`src/rtl/rah_sched_pkg.sv`:
```
// Shared constants, header layout and FSM state type for the line scheduler.
// Imported by rah_rr_arbiter and rah_line_scheduler.
package rah_sched_pkg;

    localparam logic [3:0] HDR_MAGIC = 4'hA;
    localparam logic [3:0] NULL_ID   = 4'hF;

    localparam int unsigned HDR_MAGIC_LSB = 28;
    localparam int unsigned HDR_ID_LSB    = 24;
    localparam int unsigned HDR_SEQ_LSB   = 16;
    localparam int unsigned HDR_LEN_LSB   = 0;

    typedef enum logic [1:0] {
        StIdle,
        StHeader,
        StPayload,
        StPad
    } sched_state_e;

    function automatic logic [31:0] build_header(input logic [3:0]  id,
                                                 input logic [7:0]  seq,
                                                 input logic [15:0] len);
        logic [31:0] hdr;
        hdr                        = '0;
        hdr[HDR_MAGIC_LSB +: 4]    = HDR_MAGIC;
        hdr[HDR_ID_LSB +: 4]       = id;
        hdr[HDR_SEQ_LSB +: 8]      = seq;
        hdr[HDR_LEN_LSB +: 16]     = len;
        return hdr;
    endfunction

endpackage

```
`src/rtl/rah_rr_arbiter.sv`:
```
// Combinational round-robin pick: first requester strictly above the pointer,
// wrapping to the lowest index. The pointer register lives in the parent.
module rah_rr_arbiter
    import rah_sched_pkg::*;
#(
    parameter int unsigned TOTAL_APPS = 4
) (
    input  logic [TOTAL_APPS-1:0] req,
    input  logic [3:0]            pointer,
    output logic [TOTAL_APPS-1:0] grant,
    output logic [3:0]            index,
    output logic                  any
);

    always_comb begin
        grant = '0;
        index = '0;
        any   = 1'b0;
        // Upper pass covers pointer+1..TOTAL_APPS-1, lower pass the wrapped range.
        for (int i = 0; i < int'(TOTAL_APPS); i++) begin
            if (!any && req[i] && (i > int'(pointer))) begin
                any      = 1'b1;
                index    = 4'(i);
                grant[i] = 1'b1;
            end
        end
        for (int i = 0; i < int'(TOTAL_APPS); i++) begin
            if (!any && req[i] && (i <= int'(pointer))) begin
                any      = 1'b1;
                index    = 4'(i);
                grant[i] = 1'b1;
            end
        end
    end

endmodule

```
`src/rtl/rah_line_scheduler.sv`:
```
// Round-robin line scheduler: one header, granted app payload, zero pad per line.
// Optional per-app grant statistics are built when RAH_SCHED_STATS_EN is defined.
module rah_line_scheduler
    import rah_sched_pkg::*;
#(
    parameter int unsigned TOTAL_APPS = 4,
    parameter int unsigned DATA_WIDTH = 64,
    parameter int unsigned LINE_WORDS = 480,
    parameter int unsigned LVL_W      = 16
) (
    input  logic                             clk,
    input  logic                             rst_n,
    input  logic                             line_start,
    input  logic [TOTAL_APPS-1:0]            app_req,
    input  logic [TOTAL_APPS*LVL_W-1:0]      app_level,
    input  logic [TOTAL_APPS*DATA_WIDTH-1:0] app_rd_data,
    output logic [TOTAL_APPS-1:0]            app_rd_en,
    output logic                             out_valid,
    output logic [DATA_WIDTH-1:0]            out_data,
    output logic [3:0]                       grant_id,
    output logic                             busy,
    output logic                             line_overrun,
    output logic [TOTAL_APPS*16-1:0]         stat_grant_cnt
);

    localparam logic [15:0] LAST_WORD = 16'(LINE_WORDS - 1);

    sched_state_e          state;
    logic [3:0]            pointer;
    logic [7:0]            line_seq;
    logic [15:0]           len;
    logic [15:0]           wcnt;
    logic [15:0]           wnext;

    logic [TOTAL_APPS-1:0] arb_grant;
    logic [3:0]            arb_index;
    logic                  arb_any;
    logic [LVL_W-1:0]      level_sel;
    logic [15:0]           len_pick;
    logic [DATA_WIDTH-1:0] data_sel;

    rah_rr_arbiter #(
        .TOTAL_APPS(TOTAL_APPS)
    ) u_arb (
        .req    (app_req),
        .pointer(pointer),
        .grant  (arb_grant),
        .index  (arb_index),
        .any    (arb_any)
    );

    always_comb begin
        level_sel = '0;
        for (int i = 0; i < int'(TOTAL_APPS); i++) begin
            if (arb_index == 4'(i)) level_sel = app_level[i*LVL_W +: LVL_W];
        end
    end

    always_comb begin
        if (!arb_any) begin
            len_pick = '0;
        end else if (32'(level_sel) > LINE_WORDS - 1) begin
            len_pick = LAST_WORD;
        end else begin
            len_pick = 16'(level_sel);
        end
    end

    always_comb begin
        data_sel = '0;
        for (int i = 0; i < int'(TOTAL_APPS); i++) begin
            if (grant_id == 4'(i)) data_sel = app_rd_data[i*DATA_WIDTH +: DATA_WIDTH];
        end
    end

    assign wnext = wcnt + 16'd1;

    // wcnt is the index of the word currently on out_data (0 = header).
    always_ff @(posedge clk or negedge rst_n) begin
        if (!rst_n) begin
            state        <= StIdle;
            pointer      <= 4'(TOTAL_APPS - 1);
            line_seq     <= '0;
            len          <= '0;
            wcnt         <= '0;
            grant_id     <= '0;
            busy         <= 1'b0;
            out_valid    <= 1'b0;
            out_data     <= '0;
            app_rd_en    <= '0;
            line_overrun <= 1'b0;
        end else begin
            if (line_start && (state != StIdle)) line_overrun <= 1'b1;
            unique case (state)
                StIdle: begin
                    if (line_start) begin
                        state     <= StHeader;
                        busy      <= 1'b1;
                        out_valid <= 1'b1;
                        out_data  <= DATA_WIDTH'(build_header(arb_any ? arb_index : NULL_ID,
                                                              line_seq, len_pick));
                        line_seq  <= line_seq + 8'd1;
                        len       <= len_pick;
                        wcnt      <= '0;
                        app_rd_en <= (arb_any && (len_pick != 16'd0)) ? arb_grant : '0;
                        if (arb_any) begin
                            grant_id <= arb_index;
                            pointer  <= arb_index;
                        end
                    end
                end
                default: begin
                    if (wcnt == LAST_WORD) begin
                        state     <= StIdle;
                        busy      <= 1'b0;
                        out_valid <= 1'b0;
                        out_data  <= '0;
                        app_rd_en <= '0;
                    end else begin
                        wcnt <= wnext;
                        if (wnext <= len) begin
                            state    <= StPayload;
                            out_data <= data_sel;
                        end else begin
                            state    <= StPad;
                            out_data <= '0;
                        end
                        // Pops run for len cycles starting with the header cycle.
                        if (wnext >= len) app_rd_en <= '0;
                    end
                end
            endcase
        end
    end

`ifdef RAH_SCHED_STATS_EN
    logic [TOTAL_APPS*16-1:0] stat_cnt;

    always_ff @(posedge clk or negedge rst_n) begin
        if (!rst_n) begin
            stat_cnt <= '0;
        end else if ((state == StIdle) && line_start && arb_any) begin
            for (int i = 0; i < int'(TOTAL_APPS); i++) begin
                if (arb_grant[i] && (stat_cnt[i*16 +: 16] != 16'hFFFF)) begin
                    stat_cnt[i*16 +: 16] <= stat_cnt[i*16 +: 16] + 16'd1;
                end
            end
        end
    end

    assign stat_grant_cnt = stat_cnt;
`else
    assign stat_grant_cnt = '0;
`endif

endmodule

```
`config.mk`:
```
export PLATFORM = sky130hd
export DESIGN_NAME = rah_line_scheduler
export DESIGN_NICKNAME = d
export VERILOG_FILES = /design/src/rtl/rah_sched_pkg.sv /design/src/rtl/rah_rr_arbiter.sv /design/src/rtl/rah_line_scheduler.sv
export SDC_FILE = /design/constraint.sdc
export NUM_CORES = 1
export LEC_CHECK = 0
export CORE_AREA = 2 2 182 184
export DETAILED_ROUTE_END_ITERATION = 10
export DIE_AREA = 0 0 184 186
export PLACE_DENSITY = 0.58
export SLEW_MARGIN = 20
export SYNTH_ARGS = -nofsm -noshare
export SYNTH_HDL_FRONTEND = slang
export SYNTH_SLANG_ARGS = --single-unit
```
`constraint.sdc`:
```
create_clock -name clk -period 3.7 [get_ports clk]
set_input_delay 0.74 -clock clk [delete_from_list [all_inputs] [get_ports clk]]
set_output_delay 0.74 -clock clk [all_outputs]
set_load 0.01 [all_outputs]
```
# ---- After elaboration in Yosys (flattened, before gate mapping)
# Index checks and enable logic that the tools add are counted.
dict set report classes {
  add_sub_neg 2
  magnitude_cmp 9
  eq_ne 9
  mux 50
  reduce_logical 32
}
# operator count
set ops {}
lappend ops {{64-bit 2-to-1 mux} 8}
lappend ops {{16-bit 2-to-1 mux} 9}
lappend ops {{4-bit 2-to-1 mux} 12}
lappend ops {{1-bit 2-to-1 mux} 18}
lappend ops {{16-bit by 1-bit adder with 16-bit output (second input constant)} 1}
lappend ops {{16-bit by 9-bit equality test with 1-bit output (second input constant)} 1}
lappend ops {{4-bit by 2-bit equality test with 1-bit output (second input constant)} 4}
lappend ops {{16-bit greater-or-equal comparator} 1}
lappend ops {{16-bit by 9-bit greater-than comparator with 1-bit output (second input constant)} 1}
lappend ops {{16-bit <= comparator} 1}
lappend ops {{16-bit nonzero test} 1}
lappend ops {{1-bit logical AND} 14}
lappend ops {{8-bit by 1-bit adder with 8-bit output (second input constant)} 1}
lappend ops {{4-bit by 1-bit equality test with 1-bit output (second input constant)} 2}
lappend ops {{2-bit by 4-bit greater-than comparator with 1-bit output (first input constant)} 2}
lappend ops {{2-bit by 4-bit <= comparator with 1-bit output (first input constant)} 2}
lappend ops {{4-bit zero test} 2}
lappend ops {{2-bit AND reduction} 4}
lappend ops {{1-bit zero test} 6}
lappend ops {{2-bit 2-to-1 mux} 3}
lappend ops {{1-bit by 4-bit greater-than comparator with 1-bit output (first input constant)} 1}
lappend ops {{1-bit by 4-bit <= comparator with 1-bit output (first input constant)} 1}
lappend ops {{2-bit nonzero test} 2}
lappend ops {{3-bit AND reduction} 1}
lappend ops {{other kinds (4)} 4}
dict set report totals {
  ff_bits 120
  elab_cells 112
}

# ---- Depth between registers and ports, before layout
# Gate-level depths: netlist of run 1.
dict set report logic_depth {
  word_depth 39
  depth_mapped 16
  mapped_depth_nobuf 14
}

# ---- Hierarchy
# Synthesis of run 1 repeated with hierarchy kept, for this count alone.
dict set report unflattened {
  cells_unflattened 914
  hier_area_um2 8242.9
}
# module instances cells_each area_each_um2 seq_area_each_um2
set modules_own_cells {}
lappend modules_own_cells {rah_line_scheduler 1 889 8087.8 2955.3}
lappend modules_own_cells {rah_rr_arbiter 1 25 155.1 0.0}

# ---- Least setup slack after synthesis of run 1
# Ideal clock, no wire load.
dict set report synth_timing {
  path_kind {reg-to-reg}
  start {reg wcnt[5]}
  end {reg out_data[5]}
  setup_time_ps 94
  t_arrival_ps 3777
  required_ps 3606
  slack_ps -171
  path_stages_with_launch 16
  path_buffers 2
  cell_sequence {dfrtp_1 clkbuf_1 nand4_1 or3_1 nor2_1 and3_1 and3_1 xor2_1 ha_1 nand4_1 or2_2 or4_1 a21oi_2 clkbuf_1 a21oi_1 a211oi_1}
}
dict set report synth_between {
  elab_chain_len 5
}
# element line_no
set synth_lines {}
lappend synth_lines {{start: declaration} rah_line_scheduler.sv:32} ;# logic [15:0] wcnt;
lappend synth_lines {{start signal: assignment} rah_line_scheduler.sv:120} ;# wcnt <= wnext;
lappend synth_lines {{16-bit by 1-bit adder with 16-bit output} rah_line_scheduler.sv:76} ;# assign wnext = wcnt + 16'd1;
lappend synth_lines {{16-bit <= comparator} rah_line_scheduler.sv:121} ;# if (wnext <= len) begin
lappend synth_lines {{64-bit 2-to-1 mux} rah_line_scheduler.sv:121}
lappend synth_lines {{64-bit 2-to-1 mux *} rah_line_scheduler.sv:113} ;# if (wcnt == LAST_WORD) begin
lappend synth_lines {{64-bit 2-to-1 mux *} rah_line_scheduler.sv:94} ;# unique case (state)
lappend synth_lines {{end signal: assignment} rah_line_scheduler.sv:100} ;# out_data <= DATA_WIDTH'(build_header(arb_any ? arb_index : NULL_ID,
lappend synth_lines {{end signal: assignment} rah_line_scheduler.sv:123} ;# out_data <= data_sel;
lappend synth_lines {{end: declaration} rah_line_scheduler.sv:19} ;# output logic [DATA_WIDTH-1:0] out_data,
# Every way passes the cells marked *; elsewhere a longest branch is shown, timed or not.
# A chain may end at the register's enable or synchronous reset.

# ---- Worst setup path in the final report of run 1
dict set report layout_timing {
  start {reg wcnt[5]}
  end {reg out_data[4]}
}
# The elaborated chain is that of the path after synthesis.

==> summary.txt, run 1 <==
Timing
  • Final setup violation count: 0
  • Clock period minus final worst setup slack: 3.564 ns
  • Maximum achievable frequency: 280.5 MHz
  • Worst hold slack after final layout: 0.3539 ns
  • Slew at the pin with the worst max-slew slack: around 0.7 ns
  • Headroom to the max-slew limit: ~55%
  • Final-report max-slew violation count: 0
  • Post-route setup slack: 0.1355 ns
  • Setup TNS: 0 ns
  • Fin Clk Skew: 0.01565 ns
  • Number of failing hold endpoints at the final stage: 0
  • Share of the cycle needed by the critical path after routing: 96.34%

Critical path
  • Arrival time at the worst endpoint: about 3.9 ns
  • Startpoint of the worst-slack reg-to-reg timing path: wcnt[5]
  • Flop-to-flop setup slack: 0.14 ns
  • Count of cells along the worst register-to-register path: 17
  • Critical path startpoint category: register
  • Class of the most critical setup path: register to register
  • Maximum fanout count along the critical path: 13
  • Required time of the critical path: roughly 4.0 ns
  • Element type at the critical path end: register
  • End of the worst register-to-register path: out_data[4]

Layout
  • Area taken by multi-input logic gates: 0.004453 sq mm
  • Seq. cell area: 0.002913 sq mm
  • Final-layout fill cell count: 3092
  • Nets@finish: 1492
  • Leading cell types in the layout, fill and taps excluded: 398 x clkdlybuf4s50_1, 112 x dfrtp_1, 66 x conb_1
  • Area growth from synthesis to layout: 66.22%
  • Final core utilization: 40.45%
  • Share of final-layout standard cells stronger than drive strength 1: 15.00%
  • Commonest non-fill, non-tap cell in the layout: clkdlybuf4s50_1

Synthesis
  • Total number of yosys warnings: 0
  • Number of distinct library cells after synthesis: 66
  • Part of the Yosys area used for sequential elements: 37.07%
  • Flip-flop and latch count after synthesis: ~120
  • Synth Area in XOR/XNOR: 2.347%
  • Predominant post-synthesis flop cell: dfrtp_1
  • Gate count of the mapped netlist: 727
  • Area fraction in and, or, nand and nor cells after synthesis: 10.73%
  • Largest family of logic cells by synthesized area: compound AO/OA/AOI/OAI gates
  • Mapped cell area: ~0.008 sq mm
  • Post-Synthesis Mean Instance Area: ~11 sq um
  • FFs w/ async S/R, synth: 100.0%
  • Share of the synthesized area in compound gates (AO/OA/AOI/OAI): 18.58%
  • Post-synth EDFFs: 0
  • Adder-Cell Fraction of Synth Area: 2.874%
  • Proportion of synthesized area in mux cells: between 10% and 20%

Route
  • Drc violations: 0
  • Number of violations reported at the end of detailed-routing iteration 0: 406
  • Vias per std cell: 4.717
  • Overall via count from detail_route: 7405
  • Total Routed Length: 32.16 mm
  • Number of antenna-violating nets in the routed design: 0
  • Drt pass-1 iters: 5
  • Avg WL per Cell: 20.49 microns

CTS
  • CTS Root Cell: clkbuf_16
  • Source-to-sink clock delay at the later pin of the worst-skew pair: 0.42 ns
  • Clock tree from TritonCTS: done
  • Longest Clk Path Bufs: 2
  • TritonCTS Sinks: 116
  • Cts bufs inserted: 17
  • Clk slew on worst S/H paths: 0.06 ns
  • Number of levels the H-tree was split into: 4

Die
  • Initial core utilization: 24.34%
  • X dimension of the die: 184 microns
  • Area enclosed by the die boundary: 0.03422 sq mm
  • Floorplan Core Area: 0.03221 sq mm
  • Top-level port count: 466
  • Rows: 66
  • Y dimension of the die: about 190 microns

Status
  • Outcome: completed

GRT
  • Tot GR Track Use: 18.56%
  • Initial antenna violation count: 5
  • Vias in the first global route: 7694
  • Grt total ovfl: 0
  • Wire length of the first global-routing pass: 46.72 mm
  • Pin count of the biggest net entering global routing: 50

Place
  • Minimum setup slack after placement: 0.01041 ns
  • Final HPWL DP: 26.47 mm
  • Input/output buffers: about 400
  • Final weighted congestion in routability-driven placement: 0.8474

Power
  • Cell leakage power: between 5 and 6 nW
  • Peak supply drop: 0.0002817 V
  • Pwr Density: between 300 and 400 mW/mm^2

Flow run
  • MaxCap Viol Count: 0

Worst hold path
  • Worst min path class: input pin to asynchronous set/reset pin
## worst max path at each step
stage	start	endpoint	cells after the start
2_1_floorplan	wcnt[5]	out_data[5]	15
3_3_place_gp	wcnt[8]	out_data[5]	14
3_5_place_dp	wcnt[8]	out_data[5]	14
4_1_cts	wcnt[8]	out_data[5]	14
5_1_grt	wcnt[8]	out_data[5]	15
6_report	wcnt[5]	out_data[4]	17
## cell families after synthesis
logic type	Yosys count
and+or+nand+nor	174
AOI/OAI and AO/OA	199
DFF	116
other	1
adders and majority gates	18
xor gates and xnor gates	21
muxes	65
buffers and inverters	133
## flip-flops by register name (all words and copies together), names as in the netlist, 2 cells and up
| name | flops |
|---|---|
| app_rd_en | 4 |
| grant_id | 2 |
| len | 16 |
| line_seq | 8 |
| out_data | 64 |
| pointer | 2 |
| state | 2 |
| wcnt | 16 |
## critical path, stage by stage, from the launching register on
cell and delay [ns]:
dfrtp_1 0.34, nand4_1 0.17, or3_4 0.45, nor2_4 0.10, and3_4 0.19, and3_4 0.20, xor2_1 0.07, ha_1 0.31
nand4_1 0.10, or2_4 0.25, a211oi_1 0.25, a2111o_1 0.28, a21oi_4 0.09, buf_12 0.14, buf_12 0.15, buf_4 0.14
a22oi_1 0.13, nand2b_1 0.08
## cell usage after synthesis (13+ instances only)
library cell	number	area, sq um
a21o_1	13	97.59
a21oi_1	33	165.2
a22o_1	55	481.7
buf_4	69	518.0
clkbuf_1	37	138.9
dfrtp_1	114	2853
ha_1	18	225.2
inv_1	18	67.56
mux4_2	64	1441
nand2_1	58	217.7
nand3_1	13	65.06
nor2_1	51	191.4
o21ai_0	26	130.1
xnor2_1	14	122.6
## what timing repair did
| item | 4_1_cts | 5_1_grt |
|---|---|---|
| gates resized for setup | 1 | 8 |
| cloned | 1 | 0 |
| pin swaps | 1 | 7 |
| buffers inserted | 1 | 5 |
| hold buffers | 0 | 0 |
| endpoints found under the setup margin | 1 | 68 |
## stage by stage
step / instances / power [mW] / area (sq um)
2_1_floorplan: 792 / 1.736 / 8094
3_3_place_gp: 1529 / 2.282 / 12320
3_5_place_dp: 1529 / 2.286 / 12320
4_1_cts: 1563 / 3.957 / 12950
5_1_grt: 1570 / 4.092 / 13030
6_report: 1570 / 3.917 / 13030
## report_power, final
group	switching (mW)	internal, mW
clock network	0.645	0.997
registers	0.0391	1.32
logic	0.345	0.569
## final cells by class
cell class | instances | area share (%)
clock buffers | 18 | 3.294
well taps | 408 | 3.919
inverters | 20 | 0.5763
repair buffers | 449 | 34.44
diodes | 2 | 0.03842
clock inverters | 14 | 1.191
multi-input cells | 543 | 34.18
flip-flops and latches | 116 | 22.36
## per-layer routing
metal  part of all wire, %  wire (microns)  track usage, %  vias to the layer above
li1                      -               -               -                     3473
met1                    39           12590           21.59                     3629
met2                    53           16890           33.33                      259
met3                   6.1            1953           5.263                       38
met4                   2.1             686           5.120                        6
met5                  0.12              40               0                        -
(Power assumes the default switching activity.)
==> inputs of run 2 (changes only) <==
- REMOVE_ABC_BUFFERS: unset -> 1
- SLEW_MARGIN: 20 -> 25
==> run 2 against run 1 <==
  * Flip-flop and latch count unchanged
  * Cell count hardly changed
  * Hold slack improved by 0.052 ns
  * Combinational power rose by 0.5%
  * Routed wire length up 3.2%
  * Critical path type unchanged
==> summary.txt, run 2 (synthesis results as in run 1) <==
Layout
  • Max FFs per register: 64
  • Leading cell types in the layout, fill and taps excluded: 398 x clkdlybuf4s50_1, 111 x dfrtp_1, 66 x conb_1
  • Final-layout fill cell count: ~3200
  • Seq. cell area: 0.002914 sq mm
  • Diodes inserted: 0
  • Area taken by multi-input logic gates: around 0.0044 sq mm
  • Commonest non-fill, non-tap cell in the layout: clkdlybuf4s50_1
  • Nets@finish: around 1500
  • Share of final-layout standard cells stronger than drive strength 1: approximately 15%
  • Area growth from synthesis to layout: 65.45%
  • Most flop-heavy register: out_data
  • Registers with the most flip-flops: out_data (64), len (16), wcnt (16)

Place
  • Final HPWL DP: 27.46 mm
  • Minimum setup slack after placement: 0.01122 ns
  • Input/output buffers: 399
  • Final weighted congestion in routability-driven placement: roughly 0.86

Critical path
  • Element type at the critical path end: register
  • Maximum fanout count along the critical path: 10
  • Class of the most critical setup path: register to register
  • Critical path startpoint category: register
  • Arrival time at the worst endpoint: 3.83 ns
  • Required time of the critical path: 4.03 ns

Timing
  • Share of the cycle needed by the critical path after routing: between 90% and 100%
  • Slew at the pin with the worst max-slew slack: 0.8213 ns
  • Headroom to the max-slew limit: approximately 45%
  • Maximum achievable frequency: 285.4 MHz
  • Final setup violation count: 0
  • Post-route setup slack: 0.1959 ns
  • Clock period minus final worst setup slack: 3.504 ns
  • Worst hold slack after final layout: 0.4056 ns
  • Final-report max-slew violation count: 0
  • Fin Clk Skew: 0.01488 ns
  • Number of failing hold endpoints at the final stage: 0

Route
  • Vias per std cell: 4.740
  • Overall via count from detail_route: about 7400
  • Drt pass-1 iters: 5
  • Number of violations reported at the end of detailed-routing iteration 0: ~420
  • Total Routed Length: 33.18 mm
  • Number of antenna-violating nets in the routed design: 0
  • Drc violations: 0
  • Avg WL per Cell: ~21 microns

GRT
  • Vias in the first global route: around 7600
  • Grt total ovfl: 0
  • Initial antenna violation count: 2
  • Pin count of the biggest net entering global routing: between 80 and 90
  • Tot GR Track Use: between 10% and 20%
  • Wire length of the first global-routing pass: 47.62 mm

Die
  • Top-level port count: 466
  • X dimension of the die: 184 microns
  • Area enclosed by the die boundary: ~0.034 sq mm
  • Initial core utilization: 24.34%
  • Floorplan Core Area: 0.03221 sq mm
  • Y dimension of the die: 186 microns
  • Rows: 66

Status
  • Outcome: completed

CTS
  • TritonCTS Sinks: between 100 and 150
  • Clk slew on worst S/H paths: 0.05 ns
  • Number of levels the H-tree was split into: 4
  • Source-to-sink clock delay at the later pin of the worst-skew pair: between 0.4 and 0.5 ns
  • CTS Root Cell: clkbuf_16
  • Cts bufs inserted: 17
  • Clock tree from TritonCTS: done
  • Longest Clk Path Bufs: 2

Worst hold path
  • Worst min path class: input pin to asynchronous set/reset pin

Power
  • Cell leakage power: 5.309 nW
  • Pwr Density: between 200 and 300 mW/mm^2
  • Peak supply drop: 0.0002685 V

Flow run
  • MaxCap Viol Count: 0
-- run 2: cell count changes in the layout (fill, tap and decap cells not counted), moves of 2 or more --
| cell | before | now |
|---|---|---|
| clkbuf_8 | 0 | 2 |
| diode_2 | 2 | 0 |
| and3_1 | 6 | 8 |
| inv_6 | 3 | 0 |
| and3_4 | 2 | 0 |
| buf_4 | 42 | 44 |
-- run 2: power breakdown --
group          internal, mW  switching, mW  leakage, nW
clock                 0.960          0.612        0.265
combinational         0.565          0.353         3.57
sequential             1.32         0.0411         1.47
total                  2.85           1.01         5.31
-- run 2: metrics by stage --
| step | power, mW | cells | cell area (sq um) | utilization, % | TNS, ns |
|---|---|---|---|---|---|
| floorplan | 1.675 | 679 | 7387 | - | -46.89 |
| global placement | 2.298 | 1534 | 12350 | 38.35 | 0 |
| detailed placement | 2.302 | 1534 | 12350 | 38.35 | 0 |
| CTS | 3.898 | 1566 | 12920 | 40.11 | 0 |
| global route | 4.029 | 1569 | 12970 | 40.26 | -0.003323 |
| finish | 3.854 | 1569 | 12970 | 40.26 | 0 |
-- run 2: area by class of cell --
class	count	area share, %
Timing Repair Buffer	450	34.44
Multi-Input combinational cell	543	34.21
Sequential cell	116	22.47
Tap cell	408	3.937
Clock buffer	21	3.551
Clock inverter	11	0.8105
Inverter	20	0.5789
-- run 2: routing by layer --
metal  track usage (%)  up-vias  wire length [microns]
li1                  -     3477                      -
met1             23.68     3668                  13610
met2             33.24      266                  17280
met3             4.754       24                   1930
met4             3.648        2                    347
met5                 0        -                     13
-- run 2: path summary, 6_finish.rpt --
path                       slack [ns]  cells after the start          from      endpoint
setup / recovery                 0.20                     15       wcnt[8]  out_data[19]
max in group asynchronous        2.50                      2         rst_n   out_data[9]
min in group clk                 0.46                      1  line_overrun  line_overrun
hold reg to reg                  0.46                      1  line_overrun  line_overrun
setup reg to reg                 0.20                     15       wcnt[8]  out_data[19]
hold / removal                   0.41                      1         rst_n  app_rd_en[3]
-- run 2: repair_timing --
action / in CTS / in global routing
setup endpoints to repair: 1 / 57
hold buffers: 0 / 0
buffers inserted: 0 / 3
pin swaps: 0 / 3
resized for setup: 1 / 6
hold endpoints to repair: 0 / 0
-- run 2: worst max-delay path, stage by stage, from the launching register on --
cell and delay (ns):
dfrtp_1 0.38, nand4_1 0.15, or3_4 0.37, nor2_2 0.11
and3_1 0.18, and3_1 0.21, xor2_1 0.09, ha_1 0.30
nand4_1 0.08, or2_2 0.32, or4_4 0.56, a21oi_4 0.21
buf_12 0.16, buf_12 0.12, nand2_1 0.05, a21oi_1 0.12
==> inputs of run 3 (changes only) <==
- ABC_CLOCK_PERIOD_IN_PS: unset -> 3700
- CAP_MARGIN: unset -> 40
==> run 3 against run 2 <==
  * Routed wire length barely moved
  * Non-clock buffer count rose by 1
  * Maximum frequency barely moved
  * Cell count barely moved
  * Register-to-register slack barely moved
  * Core utilization rose by 0.085 points
  * Via count rose by 0.42%
  * Combinational power barely moved
  * Flip-flop and latch count did not move
  * Sequential share of layout area barely moved
  * Global-route usage did not move
  * Hold slack got worse by 0.24 ns
  * Largest power group unchanged
==> summary.txt, run 3 (synthesis results as in run 1) <==
Critical path
  • Cell class contributing the biggest share of worst-path delay: simple AND/OR/NAND/NOR gates
  • Required time of the critical path: 4.03 ns
  • Cell-by-cell trace of the critical path: nand4_1 -> or3_4 -> nor2_2 -> and3_1 -> and3_1 -> xor2_1 -> ha_1 -> nand4_1 -> or2_2 -> or4_4 -> a21oi_4 -> buf_12 -> buf_12 -> nand2_1 -> a21oi_1
  • Arrival time at the worst endpoint: 3.83 ns
  • Crit path largest cell delay: approximately 0.56 ns
  • Standard cell with the maximum stage delay on the critical path: or4_4
  • Critical path startpoint category: register
  • Maximum fanout count along the critical path: 10
  • Element type at the critical path end: register
  • Class of the most critical setup path: register to register
  • Worst path buffer plus inverter count: 2

Layout
  • Area growth from synthesis to layout: 65.81%
  • Final-layout fill cell count: 3147
  • Cell area after layout: approximately 0.013 sq mm
  • Nets@finish: 1494
  • Most flop-heavy register: out_data
  • Final core utilization: about two fifths
  • Commonest non-fill, non-tap cell in the layout: clkdlybuf4s50_1
  • Leading cell types in the layout, fill and taps excluded: 398 x clkdlybuf4s50_1, 111 x dfrtp_1, 66 x conb_1
  • Share of final-layout standard cells stronger than drive strength 1: 15.06%
  • Registers with the most flip-flops: out_data (64), len (16), wcnt (16)
  • Diodes inserted: 0
  • Max FFs per register: 64

Route
  • Number of violations reported at the end of detailed-routing iteration 0: 381
  • Total Routed Length: 33.21 mm
  • Avg WL per Cell: 21.15 microns
  • Number of antenna-violating nets in the routed design: 0
  • Overall via count from detail_route: 7468
  • Drt pass-1 iters: 5
  • Vias per std cell: about 4.8
  • Drc violations: 0

CTS
  • Clk slew on worst S/H paths: 0.06 ns
  • Post-cts hold buffer count: 0
  • Source-to-sink clock delay at the later pin of the worst-skew pair: 0.41 ns
  • Number of levels the H-tree was split into: 4
  • Longest Clk Path Bufs: 2
  • Cts bufs inserted: 17
  • TritonCTS Sinks: 116
  • CTS Root Cell: clkbuf_16
  • Clock tree from TritonCTS: done

GRT
  • Tot GR Track Use: 18.95%
  • Vias in the first global route: roughly 7600
  • Initial antenna violation count: 2
  • Layer carrying the most global-route usage: met2
  • Met3 demand-to-capacity share in global routing: 4.754%
  • GR met2 Demand/Resource: 33.24%
  • Pin count of the biggest net entering global routing: 85
  • Wire length of the first global-routing pass: 47.62 mm
  • Grt total ovfl: 0
  • Met1 layer usage reported by global route: 23.68%

Timing
  • Headroom to the max-slew limit: 59.23%
  • Final-report max-slew violation count: 0
  • Share of the cycle needed by the critical path after routing: 94.63%
  • Setup TNS: 0 ns
  • Clock period minus final worst setup slack: 3.501 ns
  • Fin Clk Skew: 0.01461 ns
  • Slew at the pin with the worst max-slew slack: 0.6093 ns
  • Maximum achievable frequency: approximately 290 MHz
  • Number of failing hold endpoints at the final stage: 0
  • Final setup violation count: 0

Place
  • Post-detailed-placement cell area: 0.01235 sq mm
  • Final HPWL DP: 27.46 mm
  • Input/output buffers: 399
  • Final weighted congestion in routability-driven placement: 0.8610

Flow run
  • MaxCap Viol Count: 0

Die
  • Rows: between 60 and 70
  • Top-level port count: 466
  • X dimension of the die: 184 microns
  • Area enclosed by the die boundary: between 0.03 and 0.04 sq mm
  • Initial core utilization: 24.34%
  • Floorplan Core Area: 0.03221 sq mm
  • Y dimension of the die: around 190 microns

Status
  • Outcome: completed

Power
  • Total power consumption of the routed design: 3.858 mW
  • Cell leakage power: 5.321 nW
  • Pwr Density: roughly 300 mW/mm^2
  • Peak supply drop: 0.0002691 V

Worst hold path
  • Worst min path class: input pin to asynchronous set/reset pin
## run 3: cell types whose count changed in the layout (fill, tap and decap cells not counted)
cell	change
buf_16	+1
## run 3: final cells by class
cell class	instances	area [sq um]	area share, %
multi-input combinational	543	4437	34.14
clock buffer	21	460.4	3.543
inverter	20	75.07	0.5777
timing repair buffer	451	4493	34.58
clock inverter	11	105.1	0.8088
tap	408	510.5	3.928
sequential	116	2914	22.42
## run 3: per-stage QoR
step | setup slack (ns) | cells | hold WS (ns)
2_1_floorplan | -0.8952 | 679 | 0.4405
3_3_place_gp | 0.06802 | 1534 | 0.4437
3_5_place_dp | 0.01122 | 1534 | 0.4503
4_1_cts | 0.02738 | 1566 | 0.4375
5_1_grt | -0.003323 | 1570 | 0.1472
6_report | 0.1988 | 1570 | 0.1673
## run 3: timing repair
action,in CTS,in global routing
setup buffers,0,3
endpoints found under the hold margin,0,0
pin swaps,0,3
setup endpoints to repair,1,57
gates cloned,0,0
gates resized for setup,1,6
## run 3: worst register-to-register path, stage by stage (launching register included)
cell,delay (ns)
dfrtp_1,0.38
nand4_1,0.15
or3_4,0.37
nor2_2,0.11
and3_1,0.18
and3_1,0.21
xor2_1,0.09
ha_1,0.30
nand4_1,0.08
or2_2,0.32
or4_4,0.56
a21oi_4,0.21
buf_12,0.16
buf_12,0.13
nand2_1,0.06
a21oi_1,0.12
## run 3: report_power, final
group	internal, mW	total (mW)	switching [mW]
clock	0.960	1.57	0.612
combinational	0.568	0.921	0.353
sequential	1.32	1.36	0.0414
total	2.85	3.86	1.01
## run 3: final timing paths
path	startpoint	endpoint	slack [ns]	cells after the start
setup / recovery	wcnt[8]	out_data[19]	0.20	15
hold / removal	rst_n	wcnt[10]	0.17	1
setup reg to reg	wcnt[8]	out_data[19]	0.20	15
hold reg to reg	line_overrun	line_overrun	0.46	1
max in group asynchronous	rst_n	out_data[9]	2.64	3
min in group clk	line_overrun	line_overrun	0.46	1
## run 3: routing by layer
layer | share of wire (%) | wire [microns]
met4 | 1.0 | 346
met5 | 0.033 | 11
met2 | 52 | 17310
met1 | 41 | 13520
met3 | 6.1 | 2028
